## src/rtl/drive_arbiter.sv

```systemverilog
// drive_arbiter: round-robin owner sequencer for a shared multi-driven net, with turnaround gaps between owners.
// Optional per-ownership hold limit with forced release is compiled in by defining DRIVE_ARBITER_HOLD_LIMIT_EN.
module drive_arbiter #(
  parameter int N_REQ       = 4,
  parameter int TURN_CYCLES = 1,
  parameter int MAX_HOLD    = 8
) (
  input  logic                     clk,
  input  logic                     rst,
  input  logic [N_REQ-1:0]         req,
  output logic [N_REQ-1:0]         gnt,
  output logic [$clog2(N_REQ)-1:0] owner,
  output logic                     busy,
  output logic                     preempt
);
  localparam int IW = $clog2(N_REQ);
  typedef enum logic [1:0] {IDLE, OWN, TURN} state_t;
  state_t           r_state;
  logic [N_REQ-1:0] r_gnt;
  logic [N_REQ-1:0] w_rot;
  logic [IW-1:0]    r_owner;
  logic [IW-1:0]    r_ptr;
  logic [IW-1:0]    w_win;
  logic [2:0]       r_turn;
  logic             r_busy;
  logic             r_preempt;
  logic             w_found;
  logic             w_own_req;
  logic             w_force;
  if (N_REQ < 2 || N_REQ > 16 || TURN_CYCLES < 1 || TURN_CYCLES > 7 || MAX_HOLD < 2 || MAX_HOLD > 255) begin : g_bad_param
    $error("drive_arbiter: parameter out of legal range");
  end
`ifdef DRIVE_ARBITER_HOLD_LIMIT_EN
  localparam logic [7:0] HOLD_CAP = 8'(MAX_HOLD);
  logic [7:0] r_hold;
  assign w_force = r_hold == HOLD_CAP;
`else
  assign w_force = 1'b0;
`endif
  // requests rotated so bit 0 is the requester at ptr; the lowest set bit wins
  assign w_rot = N_REQ'({req, req} >> r_ptr);
  // gnt is one-hot on the owner while in OWN, so this is req[owner]
  assign w_own_req = |(req & r_gnt);
  // round-robin search from ptr, ascending with wrap
  always_comb begin
    w_found = 1'b0;
    w_win   = '0;
    for (int i = N_REQ - 1; i >= 0; i--)
      if (w_rot[i]) begin
        w_found = 1'b1;
        w_win   = IW'((int'(r_ptr) + i) % N_REQ);
      end
  end
  // ownership FSM: grant, hold, release into turnaround, re-arbitrate
  always_ff @(posedge clk or posedge rst)
    if (rst) begin
      r_state   <= IDLE;
      r_gnt     <= '0;
      r_owner   <= '0;
      r_ptr     <= '0;
      r_turn    <= '0;
      r_busy    <= 1'b0;
      r_preempt <= 1'b0;
`ifdef DRIVE_ARBITER_HOLD_LIMIT_EN
      r_hold    <= '0;
`endif
    end else begin
      r_preempt <= 1'b0;
      if (r_state == OWN) begin
        if (!w_own_req || w_force) begin
          r_state   <= TURN;
          r_gnt     <= '0;
          r_turn    <= 3'd1;
          r_preempt <= w_own_req;
        end
`ifdef DRIVE_ARBITER_HOLD_LIMIT_EN
        else if (r_hold != HOLD_CAP) r_hold <= r_hold + 8'd1;
`endif
      end else if (r_state == IDLE || r_turn == 3'(TURN_CYCLES)) begin
        if (w_found) begin
          r_state <= OWN;
          r_gnt   <= N_REQ'(1) << w_win;
          r_owner <= w_win;
          r_ptr   <= (w_win == IW'(N_REQ - 1)) ? '0 : w_win + 1'b1;
          r_busy  <= 1'b1;
`ifdef DRIVE_ARBITER_HOLD_LIMIT_EN
          r_hold  <= 8'd1;
`endif
        end else begin
          r_state <= IDLE;
          r_busy  <= 1'b0;
        end
      end else r_turn <= r_turn + 3'd1;
    end
  assign gnt     = r_gnt;
  assign owner   = r_owner;
  assign busy    = r_busy;
  assign preempt = r_preempt;
endmodule

```

## config.mk

```make
export PLATFORM = sky130hd
export DESIGN_NAME = drive_arbiter
export DESIGN_NICKNAME = d
export VERILOG_FILES = /design/src/rtl/drive_arbiter.sv
export SDC_FILE = /design/constraint.sdc
export NUM_CORES = 1
export LEC_CHECK = 0
export CAP_MARGIN = 20
export CORE_UTILIZATION = 50
export CTS_CLUSTER_SIZE = 20
export DETAILED_ROUTE_END_ITERATION = 10
export GPL_TIMING_DRIVEN = 1
export PLACE_DENSITY = 0.85
export SLEW_MARGIN = 15
export SYNTH_ARGS = -nofsm -noshare
export SYNTH_HDL_FRONTEND = slang
export SYNTH_SLANG_ARGS = --single-unit
```

## constraint.sdc

```tcl
create_clock -name clk -period 2.4 [get_ports clk]
set_clock_uncertainty 0.2 [all_clocks]
set_input_delay 0.48 -clock clk [delete_from_list [all_inputs] [get_ports clk]]
set_output_delay 0.48 -clock clk [all_outputs]
set_load 0.005 [all_outputs]
```

==> metrics <==
first-pass GRT wire length 2650 um; top_reg_cell synth dfrtp_1; Nets 104; Post-synth top cells dfrtp_1, a21oi_1, inv_1; Slew Viols, Final 0; Levels on crit path 5; Worst R2R Path Depth 5; met2 usage 31.6%; Clock Sinks 14; status completed; fmax 0.447 GHz; Worst Tran Pin Value 0.867 ns; antenna-violating nets left 0; CP endpoint kind register; Post-Route WL 1560 um; CP cell instances inv_1 -> ha_1 -> nand2b_1 -> a211oi_2 -> mux2_4; area growth from synthesis to layout 25.5%; CP delay by family, top compound AO/OA/AOI/OAI gates; Worst R2R Setup Slack 0.16 ns; RSZ-0062 raised after global routing false; I/O Buffers 12; power density over cell area 1260 mW/mm^2; die area 0.00174 mm^2; 1st-pass router iterations 5; Max H-tree Level 1; Die Ht 41.7 um; yosys synthesis warning count 0; Die W 41.7 um; cell count after synthesis 71; clock slew at reported path FFs 0.09 ns; CP Data Required Time 2.37 ns; Pleak 0.462 nW; total track usage 20.1%; Final HPWL DP 1120 um; global route overflow 0; # DRC 0; CTS Buffer Depth 2; slowest stage cell, crit path a211oi_2; DR WL/cell 14.7 um; Peak VDD IR 747 uV; Resized cells post-CTS 0; CTS buffer count 3; Tmin final 2.24 ns; GRT met1 Usage 26.5%; core footprint 0.00138 mm^2; final period utilization 93.1%; CTS tree done; average size of a mapped cell 11.1 um^2; total power 1.25 mW; Syn Nets 83; Arr. time, crit path 2.21 ns; Sum Neg Setup Slack 0 ns; Worst Setup SP r_turn[1]; Vias 630; area leader, netlist dfrtp_1; crit path kind reg -> reg; max-cap viol count 0; vias in the first global route 570; most common cell in the synthesized netlist dfrtp_1; critical path peak fanout 11; synthesized cell area 790 um^2; vias per std cell 5.94; Unique masters post-synth 28; largest net degree at the start of global routing 15; Hold WC Path Type in -> async; FFs w/ async S/R, synth 100%; I/O Pins 14; ant diodes 0; global route hottest layer met2; Finish-stage setup viols 0; Reg2Reg Capture Point owner[1]; Max-slew headroom 42.1%; clock root buffer clkbuf_4; FP Rows 13; Reg2Reg Launch Point r_turn[1]; EDFF count, synth 0; ranking of synthesized cells by area dfrtp_1, ha_1, a21oi_1, a22o_1, mux2_4; setup bufs post-CTS 0; CP Buf/Inv Count 1; Starting Density 57.1%; Synth top area share 44.4%; met3 global-route usage 6.52%; starting DRC count in detailed routing 20; Util after Layout 71.7%; crit path launch type register; initial antenna violation count 0; fraction of layout cells with a size suffix above 1 19.8%; #FFs+latches synth 14; hold slack 0.319 ns; CTS Hold Bufs 0; gpl congestion 0.837; CP max stage delay 0.80 ns; part of the Yosys area used for sequential elements 44.4%; Critical Path Sink owner[1]; Final Hold Fails 0; clk_lat worst skew 0.28 ns
## cell families after synthesis
kind of cell | share of synthesized area, %
AND/OR/NAND/NOR | 13.2
flip-flops | 44.4
AO/OA/AOI/OAI | 19.2
buffers and inverters | 5.71
XOR/XNOR | 1.11
other | 0.475
multiplexers | 6.50
adder cells (fa/ha/maj) | 9.51
## worst register-to-register path, stage by stage, from the launching register on
cell      delay, ns
dfrtp_1        0.40
inv_1          0.07
ha_1           0.14
nand2b_1       0.17
a211oi_2       0.80
mux2_4         0.35
## registers in the layout, indices dropped and copies added (netlist names)
signal	cells
busy	1
r_state	2
gnt	4
r_turn	3
owner	2
r_ptr	2
## per-stage QoR
stage / cell area [um^2] / std cells / setup slack (ns)
finish: 991 / 106 / 0.165
floorplan: 790 / 71 / 0.606
CTS: 991 / 106 / 0.166
detailed placement: 955 / 102 / -0.124
global placement: 955 / 102 / -0.0857
global route: 991 / 106 / 0.0181
## power breakdown
group | internal [mW] | switching, mW
Combinational | 0.337 | 0.309
Clock | 0.0923 | 0.0806
Sequential | 0.338 | 0.0940
Total | 0.767 | 0.484
## layer usage
layer | vias to the layer above | part of all wire, % | wire, um
met1 | 312 | 45 | 697
met3 | 2 | 7.1 | 111
met5 | - | 0 | 0
met4 | 0 | 0.32 | 5
met2 | 27 | 48 | 749
li1 | 289 | - | -
## area by class of cell
cell class                      instances  area (um^2)
Multi-Input combinational cell         48          394
Fill cell                             103          392
Sequential cell                        14          350
Timing Repair Buffer                   18          165
Clock buffer                            4         36.3
Inverter                                7         26.3
Tap cell                               15         18.8
## layout by cell type (no fill, tap or decap), types with 2 or more instances in the layout
master,count
a21oi_1,7
a22o_1,4
clkbuf_4,3
dfrtp_1,14
nor2_1,5
clkdlybuf4s50_1,12
mux2_4,2
inv_1,7
buf_4,6
o22ai_1,2
ha_1,6
nand2b_1,3
nand2_1,3
## worst min-delay path by stage
stage | from | endpoint | slack, ns | cells after the start
floorplan | rst | busy | 0.17 | 1
global placement | owner[0] | owner[0] | 0.31 | 1
detailed placement | owner[0] | owner[0] | 0.30 | 1
CTS | owner[0] | owner[0] | 0.33 | 1
global route | owner[0] | owner[0] | 0.34 | 1
finish | rst | gnt[1] | 0.32 | 2
No activity file was read; power rests on OpenSTA's default activity.
